===== config.mk =====
export PLATFORM = sky130hd
export DESIGN_NAME = icache_assoc
export DESIGN_NICKNAME = d
export VERILOG_FILES = /design/src/rtl/icache_assoc.sv
export SDC_FILE = /design/constraint.sdc
export NUM_CORES = 2
export LEC_CHECK = 0
export ABC_AREA = 0
export ABC_CLOCK_PERIOD_IN_PS = 8250
export BUFFER_PORTS_ARGS = -buffer_cell sky130_fd_sc_hd__buf_4
export CORE_UTILIZATION = 65
export CTS_CLUSTER_DIAMETER = 150
export DETAILED_ROUTE_END_ITERATION = 8
export PLACE_DENSITY = 0.83
export SYNTH_ARGS = -nofsm -noshare
export SYNTH_HDL_FRONTEND = slang
export SYNTH_SLANG_ARGS = --single-unit
export TNS_END_PERCENT = 10

===== constraint.sdc =====
create_clock -name CLK -period 8.25 [get_ports CLK]
set_input_delay 1.2375 -clock CLK [delete_from_list [all_inputs] [get_ports CLK]]
set_output_delay 1.2375 -clock CLK [all_outputs]
set_load 0.05 [all_outputs]

===== src/rtl/icache_assoc.sv =====
`default_nettype none
// ============================================================================
// Module   : icache_assoc
// Purpose  : Set-associative, multi-word-block instruction cache sitting
//            between the datapath fetch port and the memory controller's
//            instruction channel. Hits answer combinationally. Misses run a
//            sequential block fill. Replacement is LRU when WAYS=2.
// Ports    : CLK, nRST                  - clock, async active-low reset
//            halt, imemREN, imemaddr    - fetch request side
//            dmemREN, dmemWEN           - data access pending (blocks lookup)
//            iflush                     - invalidate every line
//            ihit, imemload             - fetch result
//            iREN, iaddr, iwait, iload  - memory instruction channel
//            hit_count, miss_count      - wrapping performance counters
// Revision : 1.0 - initial release
// ============================================================================
module icache_assoc #(
  parameter int SETS  = 8,
  parameter int WAYS  = 2,
  parameter int WORDS = 2,
  parameter int CNTW  = 32
) (
  input  logic            CLK,
  input  logic            nRST,
  input  logic            halt,
  input  logic            imemREN,
  input  logic [31:0]     imemaddr,
  input  logic            dmemREN,
  input  logic            dmemWEN,
  input  logic            iflush,
  output logic            ihit,
  output logic [31:0]     imemload,
  output logic            iREN,
  output logic [31:0]     iaddr,
  input  logic            iwait,
  input  logic [31:0]     iload,
  output logic [CNTW-1:0] hit_count,
  output logic [CNTW-1:0] miss_count
);

  localparam int IW = $clog2(SETS);
  localparam int OB = $clog2(WORDS);          // word-offset bits (0 when WORDS=1)
  localparam int KW = (OB > 0) ? OB : 1;      // fill counter width
  localparam int TW = 30 - OB - IW;           // tag width

  localparam logic [0:0] ST_IDLE = 1'b0;
  localparam logic [0:0] ST_FILL = 1'b1;

  logic [0:0]       state_q, state_d;
  logic [31:0]      base_q;
  logic             victim_q;
  logic [KW-1:0]    k_q;
  logic             flush_pend_q;
  logic [CNTW-1:0]  hit_cnt_q, miss_cnt_q;
  logic [SETS-1:0]  lru_q;                    // per set: way to evict next

  logic             valid_q [WAYS][SETS];
  logic [TW-1:0]    tag_q   [WAYS][SETS];
  logic [31:0]      data_q  [WAYS][SETS][WORDS];

  // Address fields of the incoming fetch and of the block being filled.
  // Shifts instead of slices keep WORDS=1 free of zero-width ranges.
  logic [IW-1:0]    w_idx, w_fidx;
  logic [KW-1:0]    w_word;
  logic [TW-1:0]    w_tag, w_ftag;
  assign w_idx  = IW'(imemaddr >> (2 + OB));
  assign w_word = KW'((imemaddr >> 2) & 32'(WORDS - 1));
  assign w_tag  = TW'(imemaddr >> (2 + OB + IW));
  assign w_fidx = IW'(base_q >> (2 + OB));
  assign w_ftag = TW'(base_q >> (2 + OB + IW));

  logic             w_lookup, w_any, w_hit, w_miss, w_last, w_hitw, w_victim;
  logic [31:0]      w_hit_data;

  assign w_lookup = (state_q == ST_IDLE) && imemREN && !halt && !dmemREN && !dmemWEN;

  always_comb begin
    w_any      = 1'b0;
    w_hitw     = 1'b0;
    w_hit_data = 32'h0;
    for (int w = 0; w < WAYS; w++) begin
      if (valid_q[w][w_idx] && (tag_q[w][w_idx] == w_tag)) begin
        w_any      = 1'b1;
        w_hitw     = 1'(w);
        w_hit_data = data_q[w][w_idx][w_word];
      end
    end
  end

  assign w_hit  = w_lookup && w_any;
  assign w_miss = w_lookup && !w_any;
  assign w_last = (state_q == ST_FILL) && !iwait && (k_q == KW'(WORDS - 1));

  // Victim: an invalid way first (way 0 preferred), otherwise the LRU way.
  always_comb begin
    w_victim = 1'b0;
    if (WAYS > 1 && valid_q[0][w_idx]) begin
      if (!valid_q[WAYS-1][w_idx]) w_victim = 1'b1;
      else                         w_victim = lru_q[w_idx];
    end
  end

  // ---------------- FSM: state register ----------------
  always_ff @(posedge CLK or negedge nRST) begin
    if (!nRST) state_q <= ST_IDLE;
    else       state_q <= state_d;
  end

  // ---------------- FSM: next state ----------------
  always_comb begin
    state_d = state_q;
    case (state_q)
      ST_IDLE: if (w_miss) state_d = ST_FILL;
      ST_FILL: if (w_last) state_d = ST_IDLE;
      default: state_d = ST_IDLE;
    endcase
  end

  // ---------------- FSM: outputs ----------------
  always_comb begin
    iREN     = (state_q == ST_FILL);
    iaddr    = (state_q == ST_FILL) ? (base_q + (32'(k_q) << 2)) : 32'h0;
    ihit     = w_hit;
    imemload = w_hit ? w_hit_data : 32'h0;
  end

  // Control state, valid bits, LRU and counters.
  always_ff @(posedge CLK or negedge nRST) begin
    if (!nRST) begin
      base_q       <= 32'h0;
      victim_q     <= 1'b0;
      k_q          <= '0;
      flush_pend_q <= 1'b0;
      hit_cnt_q    <= '0;
      miss_cnt_q   <= '0;
      lru_q        <= '0;
      for (int w = 0; w < WAYS; w++)
        for (int s = 0; s < SETS; s++)
          valid_q[w][s] <= 1'b0;
    end else begin
      if (w_hit) begin
        lru_q[w_idx] <= ~w_hitw;
        hit_cnt_q    <= hit_cnt_q + CNTW'(1);
      end
      if (w_miss) begin
        base_q     <= imemaddr & ~(32'(WORDS * 4) - 32'd1);
        victim_q   <= w_victim;
        k_q        <= '0;
        miss_cnt_q <= miss_cnt_q + CNTW'(1);
      end
      // A lookup in the same cycle already used the pre-flush valid bits.
      if (state_q == ST_IDLE && iflush) begin
        for (int w = 0; w < WAYS; w++)
          for (int s = 0; s < SETS; s++)
            valid_q[w][s] <= 1'b0;
      end
      if (state_q == ST_FILL) begin
        if (iflush) flush_pend_q <= 1'b1;
        if (!iwait) k_q <= k_q + KW'(1);
        if (w_last) begin
          flush_pend_q     <= 1'b0;
          lru_q[w_fidx]    <= ~victim_q;
          // A flush seen anywhere in the fill also kills the new line.
          if (flush_pend_q || iflush) begin
            for (int w = 0; w < WAYS; w++)
              for (int s = 0; s < SETS; s++)
                valid_q[w][s] <= 1'b0;
          end else begin
            valid_q[victim_q][w_fidx] <= 1'b1;
          end
        end
      end
    end
  end

  // Tag and data arrays carry no reset; valid bits guard them.
  always_ff @(posedge CLK) begin
    if (state_q == ST_FILL && !iwait) data_q[victim_q][w_fidx][k_q] <= iload;
    if (w_last)                       tag_q[victim_q][w_fidx]       <= w_ftag;
  end

  assign hit_count  = hit_cnt_q;
  assign miss_count = miss_cnt_q;

endmodule
`default_nettype wire


==> Word-level counts from Yosys, hierarchy flattened <==
Memories as Yosys holds them, arrays and structs flattened.
Index checks and enable logic that the tools add are counted.
Widths: inputs -> output; s select.
{ "totals": {"reg_bits": 121, "ram_bits": 1440, "inputBits": 72, "output_inout_bits": 130, "elab_cells": 147, "n_memories": 2} }
{ "op_classes": {"addsub": 4, "n_lt_le_gt_ge": 12, "eq_ne": 2, "n_mux": 70, "bitwise": 9, "n_reduce_logical": 24} }
{ "memory_table": {"columns": ["name", "words", "width", "rd", "rd_clocked_by_memory_dff", "wr", "line_no", "rtl"], "rows": [
  ["data_q", 2, 512, 2, 0, 1, "59", "logic [31:0] data_q [WAYS][SETS][WORDS];"],
  ["tag_q", 2, 208, 2, 0, 1, "58", "logic [TW-1:0] tag_q [WAYS][SETS];"]
]} }
{ "ops": {"columns": ["operator", "count"], "rows": [
  ["$mux 512", 1],
  ["$bmux 64 s3", 2],
  ["$mux 32", 11],
  ["$mux 64", 5],
  ["$mux 208", 1],
  ["$demux 64 s3", 1],
  ["$bmux 26 s3", 2],
  ["$mux 26", 5],
  ["$demux 26 s3", 1],
  ["$add 32x1->32 const B", 2],
  ["$mux 16", 4],
  ["$eq 26x26->1", 2],
  ["$add 32x3->32", 1],
  ["$demux 32 s1", 1],
  ["$mux 8", 4],
  ["$mux 1", 22],
  ["$bwmux 8", 2],
  ["$logic_and 1x1->1", 16],
  ["$or 16x16->16", 1],
  ["$bmux 1 s3", 3],
  ["$demux 1 s3", 3],
  ["$demux 8 s1", 1],
  ["$ge 4x4->1 const B", 2],
  ["$lt 3x4->1 const B", 2],
  ["other kinds (13)", 26]
]} }

==> Logic depth before layout (Yosys ltp) <==
{ "logic_depth": {"depth_word": 13, "mapped_depth": 14, "depth_no_buf": 8} }

==> Worst setup path before layout <==
OpenSTA, ideal clock, no wires.
{ "synth_timing": {"path_type": "input -> output", "start": "input port imemaddr[4]", "end": "output port imemload[0]", "t_arrival_ns": 4.575, "required_time_ns": 7.013, "setup_slack_ns": 2.438, "path_stages": 11, "n_path_buf": 3, "path_cell_list": "buf_6 buf_2 mux4_2 mux2i_1 xor2_1 nand3_1 nor4_4 nand4_4 a21o_1 buf_6 nor3_1"} }
{ "synth_between": {"elab_chain_cells": 10, "elab_cells_between_ends": 35, "cone_classes": "eq/ne: 2; mux: 29; bitwise: 1; reduce/logical: 3"} }
{ "synth_rtl": {"columns": ["item", "line_no", "rtl"], "rows": [
  ["from (decl)", "27", "input logic [31:0] imemaddr,"],
  ["$not 3->4 (not written as such) (*)", "82, 85", null],
  ["$bmux 26 s3 or $bmux 64 s3 (tied branches)", "82, 85", null],
  ["$mux 26 (not written as such) or $mux 64 (tied branches) (2 in a row)", "82, 85", null],
  ["$eq 26x26->1 or $mux 32 (tied branches)", "82, 85", null],
  ["$logic_and 1x1->1 or $mux 32 (tied branches)", "82, 85", null],
  ["$mux 1 or $mux 32 (tied branches)", "82, 85", null],
  ["$mux 1 or $mux 32 (tied branches)", "82", "if (valid_q[w][w_idx] && (tag_q[w][w_idx] == w_tag)) begin"],
  ["$logic_and 1x1->1 or $mux 32 (tied branches)", "90, 82", null],
  ["$mux 32 (*)", "124", "imemload = w_hit ? w_hit_data : 32'h0;"],
  ["to (decl)", "32", "output logic [31:0] imemload,"]
]} }
Every way passes the cells marked *; elsewhere a longest branch is shown, timed or not. The select of a mux whose other input is x is not followed.

==> Worst setup path in the final report <==
{ "layout_timing": {"start": "input port imemaddr[5]", "end": "output port imemload[2]"} }
The elaborated chain is that of the path after synthesis.

==> reports/metrics.yaml <==
detailed_routing:
  num_vias: 38100
  drc: 0
  viasPerCell: 7.28
  drt_iter0_drc: 6405
  ant_nets: 0
  first_pass_iters: 6
  drt_wl_total_mm: 175
  drt-wirelength-per-cell_um: 33.4
cells_and_area:
  multi_input_area_um2: 14800
  drive_gt1_frac: 0.231
  stdcell_count: 5230
  fillers: 5037
  nNetsFinal: 3921
  register_area_um2: 46300
  areaGrowthSynthToFinish_pct: 13.0
  fin_util: 0.745
sta:
  tightest_slew_ps: 1250
  slew_headroom: 0.164
  fmax_ghz: 0.133
  finalMaxSlewViolations: 0
  setup_viol: 0
  rsz0062_at_grt: "false"
  hold_viol: 0
  skew_ps: 49.7
  min_period_ps: 7520
  layout_setup_ws_ps: 728
  fin_setup_tns_ps: 0
  finalCritPeriodShare: 0.912
critical_path:
  crit_slowest_cell: "buf_8"
  crit_arrival_ps: 6280
  crit_fanout: 97
  cp-end-kind: "output pin"
  path_class: "in2out"
  crit_family: "buffers and inverters"
  crit_required_ps: 7010
  crit_path_start_kind: "input port"
  cp.buffers_inverters: 4
  crit_path_cell_trace: "buf_8, buf_4, mux2i_1, mux4_2, a21boi_0, o211ai_1, nor4_4, nand4_4, a21o_2, buf_4, nor3_1, buf_4"
  slowest_delay_ps: 660
  crit_top_cell: "buf_4"
floorplanning:
  rows: 112
  initial_core_util: 0.660
  io_pins: 202
  die_area_um2: 96500
  core_area_um2: 93900
  chipWidth_um: 311
  fp.dieH_um: 311
yosys:
  ys_ff_latch: 1561
  ys.flop_type: "edfxtp_1"
  avgSynthCellArea_um2: 17.1
  synth-warning-count: 0
  ys_types: 80
  ys_seq_area_frac: 0.747
  postSynthCellCount: 3627
  syn_area_um2: 61900
  synth-edff-count: 1440
  async_flop_share: 0.0775
clocking:
  post-cts-setup-buffers: 0
  cts_hold_buffers: 0
  ctsResizeCount: 0
  path_clk_slew_ps: 50
  cts.sink_count: 1561
  clkLatencyLatePin_ps: 800
  cts_max_level: 4
  cts-buffers-inserted: 150
  cts_buffer_depth: 3
  cts_tree: "done"
  clock-root-buffer: "clkbuf_16"
global_routing:
  grt_pass1_vias: 37400
  grt_start_max_net_pins: 98
  grt_overflow: 0
  grt_use_total: 0.360
  grt_pass1_wl_mm: 250
  grt_antenna_before_repair: 10
worst_hold_path:
  hold_class: "in2async"
power_and_ir_drop:
  ir_drop_mv: 0.191
  power.total_uw: 18200
  p_leak_uw: 0.0236
  pwr_density_cell_nw_per_um2: 260
flow_run:
  max_cap_violations: 0
placement:
  routabilityCongestion: 0.848
  place_ws_ps: 1030
  dp_cells: 4949
  hpwl_mm: 87.4
  port-buffer-count: 197
outcome:
  status: "completed"
## metal layers
layer,GRT usage,up-vias,part of all wire
met2,0.552,3522,0.46
met1,0.475,18800,0.33
li1,-,15000,-
met4,0.183,12,0.056
met5,0,-,0.00039
met3,0.106,728,0.15
## registers in the layout, summed over array words and instances, names as in the netlist
name / flops
base_q: 29
iREN: 1
flush_pend_q: 1
victim_q: 1
miss_count: 32
data_q: 1024
k_q: 1
lru_q: 8
hit_count: 32
valid_q: 16
tag_q: 416
## report_power, final
part / internal, uW / total (uW) / switching [uW]
clock: 3850 / 6870 / 3020
sequential: 9240 / 9640 / 394
combinational: 500 / 1670 / 1170
## layout make-up
cell class / instances / share of cell area
Sequential cell: 1561 / 0.661
Multi-Input combinational cell: 1816 / 0.212
Clock buffer: 188 / 0.0562
Timing Repair Buffer: 307 / 0.0333
Tap cell: 1254 / 0.0224
Clock inverter: 90 / 0.0142
Inverter: 11 / 0.000661
Antenna cell: 3 / 0.000107
## per-stage QoR
step | hold slack (ps) | area [um2]
after floorplan | 463 | 62000
after global placement | 457 | 65000
after detailed placement | 461 | 65000
after CTS | 456 | 70000
after global routing | 503 | 70000
final | 465 | 70000
## worst paths after layout
check                      slack, ps  cells after the start     startpoint             end
setup / recovery                 730                     12    imemaddr[5]     imemload[2]
hold / removal                   460                      1           nRST  miss_count[31]
setup reg to reg                4090                     10  tag_q[1][100]      base_q[26]
hold reg to reg                  470                      1  hit_count[31]   hit_count[31]
max in group asynchronous       6430                      2           nRST      base_q[26]
min in group CLK                 470                      1  hit_count[31]   hit_count[31]
## cells in the mapped netlist (53+ instances only)
library cell  number  area (um2)
o21ai_0          105         526
clkbuf_1         145         544
nand2_1           74         278
edfxtp_1        1440       43200
xor2_1            70         613
nor2_1           194         728
mux2_2           165        1860
mux4_2           103        2320
dfrtp_1          121        3030
nor3_1            68         340
o221ai_1          53         464
o22ai_1          225        1410
a21oi_1          123         616
mux2i_1          154        1540
## placed cells by master (no fill, tap or decap), types with 68 or more instances in the layout
cell       count
dfrtp_1      121
buf_4        303
mux2i_1      154
mux4_2       103
o21ai_0      105
xor2_1        70
a21oi_1      123
o22ai_1      225
edfxtp_1    1440
clkbuf_16    150
nor2_1       174
nand2_1       68
mux2_2       165
## kinds of logic (layout without fill, tap and decap cells)
family,count (synthesis),after routing,share of synthesized area
compound gates,711,711,0.0784
simple gates,574,574,0.0478
xor+xnor,103,103,0.0146
mux,424,424,0.0927
fa+ha+maj,2,2,0.000404
flops,1561,1561,0.747
buf+inv,251,596,0.0192
other cells,1,5,0.0000605
(Power assumes the default switching activity.)
